$ cat config.mk
export PLATFORM = sky130hd
export DESIGN_NAME = ex_stage_flat
export DESIGN_NICKNAME = d
export VERILOG_FILES = /design/src/rtl/ex_stage_if.sv /design/src/rtl/ex_stage.sv /design/src/flat_wrapper.sv
export SDC_FILE = /design/constraint.sdc
export NUM_CORES = 1
export LEC_CHECK = 0
export ABC_CLOCK_PERIOD_IN_PS = 7350
export CAP_MARGIN = 20
export CORE_UTILIZATION = 57
export CTS_BUF_LIST = sky130_fd_sc_hd__clkbuf_4 sky130_fd_sc_hd__clkbuf_8 sky130_fd_sc_hd__clkbuf_16
export DETAILED_ROUTE_END_ITERATION = 6
export PLACE_DENSITY = 0.88
export SLEW_MARGIN = 15
export SYNTH_ARGS = -nofsm -noshare
export SYNTH_HDL_FRONTEND = slang
export SYNTH_SLANG_ARGS = --single-unit
export TNS_END_PERCENT = 1
$ cat constraint.sdc
create_clock -name CLK -period 7.35 [get_ports CLK]
set_clock_uncertainty 0.15 [all_clocks]
set_input_delay 1.47 -clock CLK [delete_from_list [all_inputs] [get_ports CLK]]
set_output_delay 1.47 -clock CLK [all_outputs]
set_load 0.02 [all_outputs]
$ cat src/rtl/ex_stage_if.sv
// Handshake bundle between operand-read, the execute stage and writeback.
// master drives instructions and the writeback ready; slave is the execute stage.
interface ex_stage_if #(
  parameter int XLEN = 32,
  parameter int XCNT = 32
);
  localparam int RW = $clog2(XCNT);

  logic            IN_VALID;
  logic            IN_READY;
  logic [XLEN-1:0] IN_PC;
  logic [3:0]      IN_ALU_OP;
  logic [XLEN-1:0] IN_OP1;
  logic [XLEN-1:0] IN_OP2;
  logic [XLEN-1:0] IN_IMM;
  logic [RW-1:0]   IN_RD;
  logic            IN_JAL;
  logic            IN_JALR;
  logic            IN_BRANCH;
  logic [2:0]      IN_BR_OP;
  logic            FLUSH;
  logic            OUT_VALID;
  logic            OUT_READY;
  logic [XLEN-1:0] OUT_RESULT;
  logic [RW-1:0]   OUT_RD;
  logic            OUT_WE;
  logic            OUT_ILLEGAL;
  logic            REDIRECT;
  logic [XLEN-1:0] REDIRECT_PC;
  logic            BUSY;

  modport master (
    output IN_VALID, IN_PC, IN_ALU_OP, IN_OP1, IN_OP2, IN_IMM, IN_RD,
           IN_JAL, IN_JALR, IN_BRANCH, IN_BR_OP, FLUSH, OUT_READY,
    input  IN_READY, OUT_VALID, OUT_RESULT, OUT_RD, OUT_WE, OUT_ILLEGAL,
           REDIRECT, REDIRECT_PC, BUSY
  );

  modport slave (
    input  IN_VALID, IN_PC, IN_ALU_OP, IN_OP1, IN_OP2, IN_IMM, IN_RD,
           IN_JAL, IN_JALR, IN_BRANCH, IN_BR_OP, FLUSH, OUT_READY,
    output IN_READY, OUT_VALID, OUT_RESULT, OUT_RD, OUT_WE, OUT_ILLEGAL,
           REDIRECT, REDIRECT_PC, BUSY
  );
endinterface

$ cat src/rtl/ex_stage.sv
// RV32I-class execute stage: ALU, branch/jump resolution, one registered result slot.
// Define EX_MUL_EN to add the iterative shift-add multiplier (op 10); otherwise op 10 is illegal.
module ex_stage #(
  parameter int XLEN = 32,
  parameter int XCNT = 32
) (
  input  logic CLK,
  input  logic RSTN,
  ex_stage_if.slave bus
);
  localparam int RW  = $clog2(XCNT);
  localparam int SHW = $clog2(XLEN);

  logic            out_valid_reg;
  logic [XLEN-1:0] result_reg;
  logic [RW-1:0]   rd_reg;
  logic            we_reg;
  logic            illegal_reg;
  logic            redirect_reg;
  logic [XLEN-1:0] redirect_pc_reg;
  logic            busy;

  logic            accept;
  logic            in_ready;
  logic [SHW-1:0]  shamt;
  logic [XLEN-1:0] alu_result;
  logic            alu_legal;
  logic            is_mul;
  logic            br_taken;
  logic [XLEN-1:0] jalr_sum;
  logic [XLEN-1:0] jump_target;
  logic            rd_nz;

  always_comb begin
    shamt      = bus.IN_OP2[SHW-1:0];
    alu_result = '0;
    alu_legal  = 1'b1;
    is_mul     = 1'b0;
    case (bus.IN_ALU_OP)
      4'd0: alu_result = bus.IN_OP1 + bus.IN_OP2;
      4'd1: alu_result = bus.IN_OP1 - bus.IN_OP2;
      4'd2: alu_result = bus.IN_OP1 << shamt;
      4'd3: alu_result = {{(XLEN-1){1'b0}}, $signed(bus.IN_OP1) < $signed(bus.IN_OP2)};
      4'd4: alu_result = {{(XLEN-1){1'b0}}, bus.IN_OP1 < bus.IN_OP2};
      4'd5: alu_result = bus.IN_OP1 ^ bus.IN_OP2;
      4'd6: alu_result = bus.IN_OP1 >> shamt;
      4'd7: alu_result = XLEN'($signed(bus.IN_OP1) >>> shamt);
      4'd8: alu_result = bus.IN_OP1 | bus.IN_OP2;
      4'd9: alu_result = bus.IN_OP1 & bus.IN_OP2;
`ifdef EX_MUL_EN
      4'd10: is_mul = 1'b1;
`endif
      default: alu_legal = 1'b0;
    endcase
  end

  always_comb begin
    br_taken = 1'b0;
    case (bus.IN_BR_OP)
      3'd0: br_taken = bus.IN_OP1 == bus.IN_OP2;
      3'd1: br_taken = bus.IN_OP1 != bus.IN_OP2;
      3'd4: br_taken = $signed(bus.IN_OP1) <  $signed(bus.IN_OP2);
      3'd5: br_taken = $signed(bus.IN_OP1) >= $signed(bus.IN_OP2);
      3'd6: br_taken = bus.IN_OP1 <  bus.IN_OP2;
      3'd7: br_taken = bus.IN_OP1 >= bus.IN_OP2;
      default: br_taken = 1'b0;
    endcase
  end

  assign jalr_sum    = bus.IN_OP1 + bus.IN_IMM;
  assign jump_target = bus.IN_JALR ? {jalr_sum[XLEN-1:1], 1'b0} : bus.IN_PC + bus.IN_IMM;
  assign rd_nz       = |bus.IN_RD;

  assign in_ready = !busy && !bus.FLUSH && (!out_valid_reg || bus.OUT_READY);
  assign accept   = bus.IN_VALID && in_ready;

`ifdef EX_MUL_EN
  logic            busy_reg;
  logic [XLEN-1:0] mul_acc_reg;
  logic [XLEN-1:0] mul_mcand_reg;
  logic [XLEN-1:0] mul_mplier_reg;
  logic [SHW-1:0]  mul_cnt_reg;
  logic [XLEN-1:0] mul_sum;

  assign mul_sum = mul_acc_reg + (mul_mplier_reg[0] ? mul_mcand_reg : '0);
  assign busy    = busy_reg;
`else
  assign busy = 1'b0;
`endif

  always_ff @(posedge CLK) begin
    if (!RSTN) begin
      out_valid_reg   <= 1'b0;
      result_reg      <= '0;
      rd_reg          <= '0;
      we_reg          <= 1'b0;
      illegal_reg     <= 1'b0;
      redirect_reg    <= 1'b0;
      redirect_pc_reg <= '0;
`ifdef EX_MUL_EN
      busy_reg        <= 1'b0;
      mul_acc_reg     <= '0;
      mul_mcand_reg   <= '0;
      mul_mplier_reg  <= '0;
      mul_cnt_reg     <= '0;
`endif
    end else if (bus.FLUSH) begin
      // a pulse already on REDIRECT this cycle is left alone; nothing new is issued
      out_valid_reg <= 1'b0;
      redirect_reg  <= 1'b0;
`ifdef EX_MUL_EN
      busy_reg      <= 1'b0;
`endif
    end else begin
      redirect_reg <= 1'b0;
      if (bus.OUT_READY)
        out_valid_reg <= 1'b0;
      if (accept) begin
        rd_reg      <= bus.IN_RD;
        illegal_reg <= 1'b0;
        if (bus.IN_BRANCH) begin
          out_valid_reg <= 1'b1;
          result_reg    <= '0;
          we_reg        <= 1'b0;
          redirect_reg  <= br_taken;
          if (br_taken)
            redirect_pc_reg <= jump_target;
        end else if (bus.IN_JAL || bus.IN_JALR) begin
          out_valid_reg   <= 1'b1;
          result_reg      <= bus.IN_PC + XLEN'(4);
          we_reg          <= rd_nz;
          redirect_reg    <= 1'b1;
          redirect_pc_reg <= jump_target;
        end else if (is_mul) begin
          we_reg <= rd_nz;
`ifdef EX_MUL_EN
          busy_reg       <= 1'b1;
          mul_acc_reg    <= '0;
          mul_mcand_reg  <= bus.IN_OP1;
          mul_mplier_reg <= bus.IN_OP2;
          mul_cnt_reg    <= '0;
`endif
        end else begin
          out_valid_reg <= 1'b1;
          result_reg    <= alu_legal ? alu_result : '0;
          we_reg        <= alu_legal && rd_nz;
          illegal_reg   <= !alu_legal;
        end
      end
`ifdef EX_MUL_EN
      // fixed XLEN steps, no early exit, so latency never depends on operands
      if (busy_reg) begin
        mul_acc_reg    <= mul_sum;
        mul_mcand_reg  <= mul_mcand_reg << 1;
        mul_mplier_reg <= mul_mplier_reg >> 1;
        mul_cnt_reg    <= mul_cnt_reg + 1'b1;
        if (mul_cnt_reg == SHW'(XLEN-1)) begin
          busy_reg      <= 1'b0;
          out_valid_reg <= 1'b1;
          result_reg    <= mul_sum;
        end
      end
`endif
    end
  end

  assign bus.IN_READY    = in_ready;
  assign bus.OUT_VALID   = out_valid_reg;
  assign bus.OUT_RESULT  = result_reg;
  assign bus.OUT_RD      = rd_reg;
  assign bus.OUT_WE      = we_reg;
  assign bus.OUT_ILLEGAL = illegal_reg;
  assign bus.REDIRECT    = redirect_reg;
  assign bus.REDIRECT_PC = redirect_pc_reg;
  assign bus.BUSY        = busy;
endmodule
$ cat src/flat_wrapper.sv
// flat-port wrapper written by rule: the top's interface ports become plain ports
module ex_stage_flat 
#(
  parameter int XLEN = 32,
  parameter int XCNT = 32
)
  (CLK, RSTN, bus_IN_VALID, bus_IN_PC, bus_IN_ALU_OP, bus_IN_OP1, bus_IN_OP2, bus_IN_IMM, bus_IN_RD, bus_IN_JAL, bus_IN_JALR, bus_IN_BRANCH, bus_IN_BR_OP, bus_FLUSH, bus_OUT_READY, bus_IN_READY, bus_OUT_VALID, bus_OUT_RESULT, bus_OUT_RD, bus_OUT_WE, bus_OUT_ILLEGAL, bus_REDIRECT, bus_REDIRECT_PC, bus_BUSY);
  ex_stage_if #(.XLEN(XLEN), .XCNT(XCNT)) bus_i ();
  input  logic CLK;
  input  logic RSTN;
  input wire logic [$bits(bus_i.IN_VALID)-1:0] bus_IN_VALID;
  input wire logic [$bits(bus_i.IN_PC)-1:0] bus_IN_PC;
  input wire logic [$bits(bus_i.IN_ALU_OP)-1:0] bus_IN_ALU_OP;
  input wire logic [$bits(bus_i.IN_OP1)-1:0] bus_IN_OP1;
  input wire logic [$bits(bus_i.IN_OP2)-1:0] bus_IN_OP2;
  input wire logic [$bits(bus_i.IN_IMM)-1:0] bus_IN_IMM;
  input wire logic [$bits(bus_i.IN_RD)-1:0] bus_IN_RD;
  input wire logic [$bits(bus_i.IN_JAL)-1:0] bus_IN_JAL;
  input wire logic [$bits(bus_i.IN_JALR)-1:0] bus_IN_JALR;
  input wire logic [$bits(bus_i.IN_BRANCH)-1:0] bus_IN_BRANCH;
  input wire logic [$bits(bus_i.IN_BR_OP)-1:0] bus_IN_BR_OP;
  input wire logic [$bits(bus_i.FLUSH)-1:0] bus_FLUSH;
  input wire logic [$bits(bus_i.OUT_READY)-1:0] bus_OUT_READY;
  output wire logic [$bits(bus_i.IN_READY)-1:0] bus_IN_READY;
  output wire logic [$bits(bus_i.OUT_VALID)-1:0] bus_OUT_VALID;
  output wire logic [$bits(bus_i.OUT_RESULT)-1:0] bus_OUT_RESULT;
  output wire logic [$bits(bus_i.OUT_RD)-1:0] bus_OUT_RD;
  output wire logic [$bits(bus_i.OUT_WE)-1:0] bus_OUT_WE;
  output wire logic [$bits(bus_i.OUT_ILLEGAL)-1:0] bus_OUT_ILLEGAL;
  output wire logic [$bits(bus_i.REDIRECT)-1:0] bus_REDIRECT;
  output wire logic [$bits(bus_i.REDIRECT_PC)-1:0] bus_REDIRECT_PC;
  output wire logic [$bits(bus_i.BUSY)-1:0] bus_BUSY;
  assign bus_i.IN_VALID = bus_IN_VALID;
  assign bus_i.IN_PC = bus_IN_PC;
  assign bus_i.IN_ALU_OP = bus_IN_ALU_OP;
  assign bus_i.IN_OP1 = bus_IN_OP1;
  assign bus_i.IN_OP2 = bus_IN_OP2;
  assign bus_i.IN_IMM = bus_IN_IMM;
  assign bus_i.IN_RD = bus_IN_RD;
  assign bus_i.IN_JAL = bus_IN_JAL;
  assign bus_i.IN_JALR = bus_IN_JALR;
  assign bus_i.IN_BRANCH = bus_IN_BRANCH;
  assign bus_i.IN_BR_OP = bus_IN_BR_OP;
  assign bus_i.FLUSH = bus_FLUSH;
  assign bus_i.OUT_READY = bus_OUT_READY;
  assign bus_IN_READY = bus_i.IN_READY;
  assign bus_OUT_VALID = bus_i.OUT_VALID;
  assign bus_OUT_RESULT = bus_i.OUT_RESULT;
  assign bus_OUT_RD = bus_i.OUT_RD;
  assign bus_OUT_WE = bus_i.OUT_WE;
  assign bus_OUT_ILLEGAL = bus_i.OUT_ILLEGAL;
  assign bus_REDIRECT = bus_i.REDIRECT;
  assign bus_REDIRECT_PC = bus_i.REDIRECT_PC;
  assign bus_BUSY = bus_i.BUSY;
  ex_stage #(.XLEN(XLEN), .XCNT(XCNT)) u_core (.CLK(CLK), .RSTN(RSTN), .bus(bus_i));
endmodule
==> results.json, run 1 <==
{
  "status": "complete, but fails checks",
  "violations": "design-rule violations",
  "nets": 2603,
  "initial_core_util_pct": 58.2,
  "wire_per_inst_um": 25.3,
  "rows": 59,
  "ys_types": 81,
  "synthAdderAreaFrac_pct": 13.6,
  "syn_inst": 2152,
  "period_minus_slack_ps": 6100,
  "synthSimpleGateAreaFrac_pct": 21.6,
  "drc": 1,
  "grt_setup_unrepaired": "no",
  "setup_slack_ps": 1250,
  "dp_slack_ps": 1030,
  "ant_nets": 0,
  "crit_path_top_delay_cell": "clkdlybuf4s50_1",
  "first_iter_violations": 2946,
  "num-fill-cells": 2213,
  "die_w_um": 165,
  "grt_pass1_wl_mm": 98.7,
  "maxCapViolCount": 0,
  "path_cells": "clkdlybuf4s50_1 > inv_1 > ha_1 > nor4_1 > nand4_1 > or4_1 > nand3_2 > nor3_1 > o21a_1 > a2111oi_2 > o211ai_4 > buf_4 > o311a_1",
  "cts_made_buffers": 9,
  "synth_seq_cells": 73,
  "syn_area_per_cell_um2": 7.05,
  "fmax_ghz": 0.164,
  "synth_top_family_by_area": "compound AO/OA/AOI/OAI gates",
  "syn_to_final_growth_pct": 18.4,
  "async_flop_share_pct": 0,
  "yosys_warnings": 0,
  "path_delay_family": "simple AND/OR/NAND/NOR gates",
  "critical_path_class": "in -> reg",
  "power.share.switching_pct": 44.4,
  "dr.pass1.iters": 7,
  "worstPathArrival_ps": 6180,
  "multiInputGateArea_um2": 12800,
  "muxShareOfSynthArea_pct": 11.6,
  "min_path_type": "reg -> reg",
  "start_kind": "input port",
  "clk_latency_ps": 340,
  "ys_seq_area_share_pct": 9.64,
  "drv_slew": 0,
  "cts_hold_buffers": 0,
  "p_switching_mw": 0.990,
  "seq_area_um2": 1460,
  "wl_mm": 66.7,
  "crit_path_max_incr_delay_ps": 930,
  "setup_viol": 0,
  "clk_pin_slew_ps": 60,
  "path_buf_inv": 3,
  "syn-cell-area_um2": 15200,
  "syn-num-nets": 2463,
  "synthXorXnorAreaFrac_pct": 5.60,
  "dp_hpwl_mm": 50.6,
  "synth_common_cells": "nor2_1 (268), a21oi_1 (217), nand2_1 (172)",
  "p_leak_nw": 7.32,
  "port_buffers": 221,
  "rrSetupSlack_ps": 4290,
  "synth_compound_area_share_pct": 31.5,
  "combPwrFrac_pct": 58.1,
  "ctsResizeCount": 0,
  "synthTopCellsByArea": "ha_1 (13%), dfxtp_1 (9.6%), a21oi_1 (7.2%)",
  "tritoncts": "done",
  "synth_largest_area_cell": "ha_1",
  "synth_top_area_share_pct": 13.1,
  "core_um2": 26100,
  "diodes": 0,
  "grt_pass1_vias": 17322,
  "synth_ff_type": "dfxtp_1",
  "grt.overflow.total": 0,
  "vias": 18899,
  "critPathRequiredTime_ps": 7430,
  "cts.sinks": 73,
  "p_int_mw": 1.24,
  "grt_max_degree": 67,
  "gp_congestion": 1.05,
  "dieArea_um2": 27300,
  "clkPwrFrac_pct": 22.7,
  "antenna_found_initial": 0,
  "hold_viol_final": 0,
  "cts_htree_levels": 3,
  "drive_above_1_share_pct": 6.62,
  "clockBufferDepth": 2,
  "die_h_um": 165,
  "path_max_fanout": 37,
  "synth_edf_count": 0,
  "vias_per_cell": 7.18,
  "ir_drop_mv": 0.108,
  "pin_count": 223,
  "synth.most_common_cell": "nor2_1",
  "postCtsSetupRepairBufs": 0,
  "worst-slew-pin-transition_ps": 1160,
  "gr-usage-all-layers_pct": 47.3,
  "cts-root-buf": "clkbuf_16",
  "setup-tns-final_ps": 0,
  "power_density_nw_per_um2": 124,
  "relSlewSlack_pct": 20.3,
  "cp-end-kind": "register",
  "fin_crit_sh_pct": 83.0,
  "seqPwrFrac_pct": 19.2
}
flip-flops by register name, summed over array words and instances, names as in the netlist:
name                    count
u_core.bus.OUT_RESULT      32
u_core.bus.REDIRECT_PC     32
u_core.bus.OUT_RD           5
u_core.bus.OUT_ILLEGAL      1
u_core.bus.OUT_VALID        1
u_core.bus.OUT_WE           1
u_core.bus.REDIRECT         1
kinds of logic after synthesis:
kind of cell	Yosys count
multiplexers	117
buffers and inverters	252
AO/OA/AOI/OAI	738
other	1
XOR/XNOR	97
flip-flops	73
adder cells (fa/ha/maj)	163
AND/OR/NAND/NOR	711
cell type report:
class	count	share of cell area (%)
multi-input combinational	1827	71.1
timing repair buffer	264	14.1
sequential	73	8.14
inverter	117	2.45
tap	335	2.33
clock buffer	12	1.45
clock inverter	4	0.411
tightest hold or removal path: cells and delay by family (launching register included):
kind | cells | cell delay [ps]
flops | 1 | 310
simple gates | 1 | 50
compound gates | 1 | 50
power by group through the flow:
stage / combinational [mW] / sequential, mW / clock, mW
2_1_floorplan: 0.770 / 0.458 / 0
3_3_place_gp: 1.21 / 0.436 / 0
3_5_place_dp: 1.23 / 0.436 / 0
4_1_cts: 1.24 / 0.428 / 0.503
5_1_grt: 1.37 / 0.430 / 0.520
6_report: 1.29 / 0.429 / 0.506
final timing paths:
kind,start,endpoint,cells after the start
setup reg to reg,u_core.bus.OUT_VALID,u_core.bus.OUT_RESULT[25],8
hold / removal,u_core.bus.REDIRECT_PC[7],u_core.bus.REDIRECT_PC[7],2
setup / recovery,bus_IN_OP1[20],u_core.bus.REDIRECT_PC[28],13
hold reg to reg,u_core.bus.REDIRECT_PC[7],u_core.bus.REDIRECT_PC[7],2
per-layer routing:
metal	vias to the layer above	GRT usage [%]	wire, um	part of all wire [%]
met4	0	28.4	4350	6.5
met1	8739	60.2	24200	36
met2	1604	72.8	29000	43
li1	8240	-	-	-
met3	316	10.6	9130	14
met5	-	0	0	0
metrics by stage:
step / cells / hold slack (ps) / util, % / cell area [um2] / power, mW
floorplan: 2152 / 380 / - / 15200 / 1.23
global placement: 2614 / 295 / 67.5 / 17600 / 1.64
detailed placement: 2614 / 298 / 67.5 / 17600 / 1.66
CTS: 2630 / 310 / 68.8 / 17900 / 2.17
global route: 2632 / 339 / 68.9 / 18000 / 2.32
finish: 2632 / 312 / 68.9 / 18000 / 2.23
cells in the final DEF, fill, tap and decap left out, types with 9 or more instances in the layout:
cell type        instances
a22oi_1                 18
a21boi_0                17
o21bai_1                18
nand4_1                 22
mux2i_1                 65
buf_4                   42
clkbuf_16                9
nor2_1                 268
nand2_1                172
mux4_2                  47
a21o_1                  36
o2111ai_1               11
and3_1                  16
and2_1                  10
xnor2_1                 55
ha_1                   159
nand3_1                 53
o31ai_1                 16
a2111oi_0               13
o21a_1                  14
or3_1                   18
a221oi_1                28
dfxtp_1                 73
nor4_1                  16
nor3_1                  55
inv_1                  112
a31oi_1                 16
o21ai_0                167
a211o_1                 22
nor2b_1                 18
xor2_1                  42
a21oi_1                217
or2_2                   13
a211oi_1                38
clkdlybuf4s50_1        216
nand2b_1                24
o211ai_1                27
o221ai_1                10
(Power assumes the default switching activity.)
==> run 2: changes to the inputs <==
--- a/config.mk
+++ b/config.mk
@@ -5,7 +5,7 @@
 export SDC_FILE = /design/constraint.sdc
 export NUM_CORES = 1
 export LEC_CHECK = 0
-export ABC_CLOCK_PERIOD_IN_PS = 7350
+export ABC_CLOCK_PERIOD_IN_PS = 6050
 export CAP_MARGIN = 20
 export CORE_UTILIZATION = 57
 export CTS_BUF_LIST = sky130_fd_sc_hd__clkbuf_4 sky130_fd_sc_hd__clkbuf_8 sky130_fd_sc_hd__clkbuf_16
==> constraint.sdc (replaced) <==
create_clock -name CLK -period 6.05 [get_ports CLK]
set_clock_uncertainty 0.15 [all_clocks]
set_input_delay 1.21 -clock CLK [delete_from_list [all_inputs] [get_ports CLK]]
set_output_delay 1.21 -clock CLK [all_outputs]
set_load 0.02 [all_outputs]
==> run 2 against run 1 <==
  * The flow now finishes without violations
  * Total power rose by 24%
  * Global-route usage rose by 0.88 points
  * Count of clock-buffer cells in the layout fell by 1
  * Sequential share of layout area fell by 0.14 points
  * Register-to-register slack got worse by 1400 ps
  * Critical endpoint is now u_core.bus.REDIRECT_PC[30]
  * Largest cell class unchanged
  * Largest power group unchanged
==> results.json, run 2 (synthesized netlist as in run 1, its figures left out) <==
{
  "p_switching_mw": 1.22,
  "seq_area_um2": 1460,
  "combPwrFrac_pct": 58.0,
  "multiInputGateArea_um2": 12800,
  "clockBufferDepth": 2,
  "layout_common_cells": "nor2_1 (268), a21oi_1 (217), clkdlybuf4s50_1 (216)",
  "p_leak_nw": 7.52,
  "gp_congestion": 1.08,
  "cts_made_buffers": 9,
  "fin_area_um2": 18300,
  "fin_crit_sh_pct": 89.6,
  "cts-root-buf": "clkbuf_16",
  "drive_above_1_share_pct": 8.18,
  "port_buffers": 221,
  "maxCapViolCount": 0,
  "gr-usage-all-layers_pct": 48.2,
  "cts_htree_levels": 3,
  "cts.sinks": 73,
  "seqPwrFrac_pct": 18.8,
  "clk_pin_slew_ps": 60,
  "die_h_um": 165,
  "nets": 2642,
  "min_path_type": "reg -> reg",
  "worstPathArrival_ps": 5510,
  "grt_max_degree": 67,
  "core_um2": 26100,
  "drv_slew": 0,
  "grt_setup_unrepaired": "no",
  "cts_hold_buffers": 0,
  "hold_viol_final": 0,
  "power.share.switching_pct": 44.0,
  "critPathRequiredTime_ps": 6130,
  "grt_pass1_vias": 17289,
  "pin_count": 223,
  "critical_path_class": "in -> reg",
  "ant_nets": 0,
  "drc": 0,
  "grt_pass1_wl_mm": 99.7,
  "tritoncts": "done",
  "ctsResizeCount": 0,
  "postCtsSetupRepairBufs": 0,
  "rows": 59,
  "power.total_mw": 2.77,
  "antenna_found_initial": 0,
  "fmax_ghz": 0.184,
  "dp_hpwl_mm": 51.3,
  "p_int_mw": 1.55,
  "grt.overflow.total": 0,
  "power_density_nw_per_um2": 152,
  "dr.pass1.iters": 6,
  "wire_per_inst_um": 25.2,
  "vias_per_cell": 7.12,
  "initial_core_util_pct": 58.2,
  "die_w_um": 165,
  "setup_viol": 0,
  "clk_latency_ps": 340,
  "setup_slack_ps": 628,
  "relSlewSlack_pct": 26.1,
  "clkPwrFrac_pct": 23.2,
  "dp_slack_ps": 424,
  "period_minus_slack_ps": 5420,
  "status": "complete, no violations",
  "dieArea_um2": 27300,
  "worst-slew-pin-transition_ps": 1100,
  "layout_commonest_cell": "nor2_1",
  "cp-end-kind": "register",
  "vias": 19043,
  "final_core_util_pct": 70.1,
  "first_iter_violations": 3080,
  "wl_mm": 67.3,
  "syn_to_final_growth_pct": 20.4,
  "ir_drop_mv": 0.152,
  "dpl_cell_area_um2": 17900,
  "setup-tns-final_ps": 0,
  "start_kind": "input port",
  "path_max_fanout": 41,
  "num-fill-cells": 2133
}
-- run 2: changes by cell type in the layout (fill, tap and decap cells not counted) --
cell       before  now
buf_4          42   81
clkbuf_8        2    0
buf_12          0    2
nor3_4          1    0
nor3_2          1    2
bufinv_16       2    3
diode_2         0    2
buf_16          1    0
inv_6           1    0
clkinv_4        0    1
-- run 2: layout make-up --
type | count | share of cell area (%)
clock inverters | 5 | 0.569
well taps | 335 | 2.29
multi-input cells | 1827 | 69.9
clock buffers | 11 | 1.32
inverters | 117 | 2.40
repair buffers | 303 | 15.5
flip-flops and latches | 73 | 8.00
diodes | 2 | 0.0274
-- run 2: worst paths after layout --
| path | slack (ps) | end | cells past startpoint | from |
|---|---|---|---|---|
| min reg2reg | 310 | u_core.bus.REDIRECT_PC[2] | 2 | u_core.bus.REDIRECT_PC[2] |
| max | 630 | u_core.bus.REDIRECT_PC[30] | 15 | bus_IN_OP1[0] |
| min | 310 | u_core.bus.REDIRECT_PC[2] | 2 | u_core.bus.REDIRECT_PC[2] |
| max reg2reg | 2930 | u_core.bus.OUT_RESULT[22] | 8 | u_core.bus.OUT_VALID |
-- run 2: worst max-delay path, cell delays in order --
cell             delay (ps)
clkdlybuf4s50_1         580
inv_1                   160
ha_1                    180
inv_1                    60
fa_1                    410
nor2b_1                 170
o21ai_0                 440
a211oi_1                170
o21bai_1                210
a21oi_1                 150
or2_2                   350
a2111oi_2               420
o211ai_4                310
buf_12                  270
o311a_1                 370
-- run 2: power groups by stage --
stage	sequential [mW]	combinational, mW	clock [mW]
after floorplan	0.556	0.935	0
after global placement	0.529	1.50	0
after detailed placement	0.529	1.52	0
after CTS	0.519	1.54	0.636
after global routing	0.521	1.69	0.655
final	0.520	1.61	0.643
-- run 2: metrics by stage --
stage | hold slack, ps | std cells
after floorplan | 380 | 2152
after detailed placement | 299 | 2655
after global placement | 296 | 2655
after CTS | 311 | 2671
after global routing | 326 | 2671
final | 308 | 2673
-- run 2: metal layers --
layer	wire (um)	GRT usage (%)	vias up
met1	24800	62.5	8726
li1	-	-	8335
met4	4510	27.9	0
met3	9030	9.49	341
met5	0	0	-
met2	28900	74.2	1641
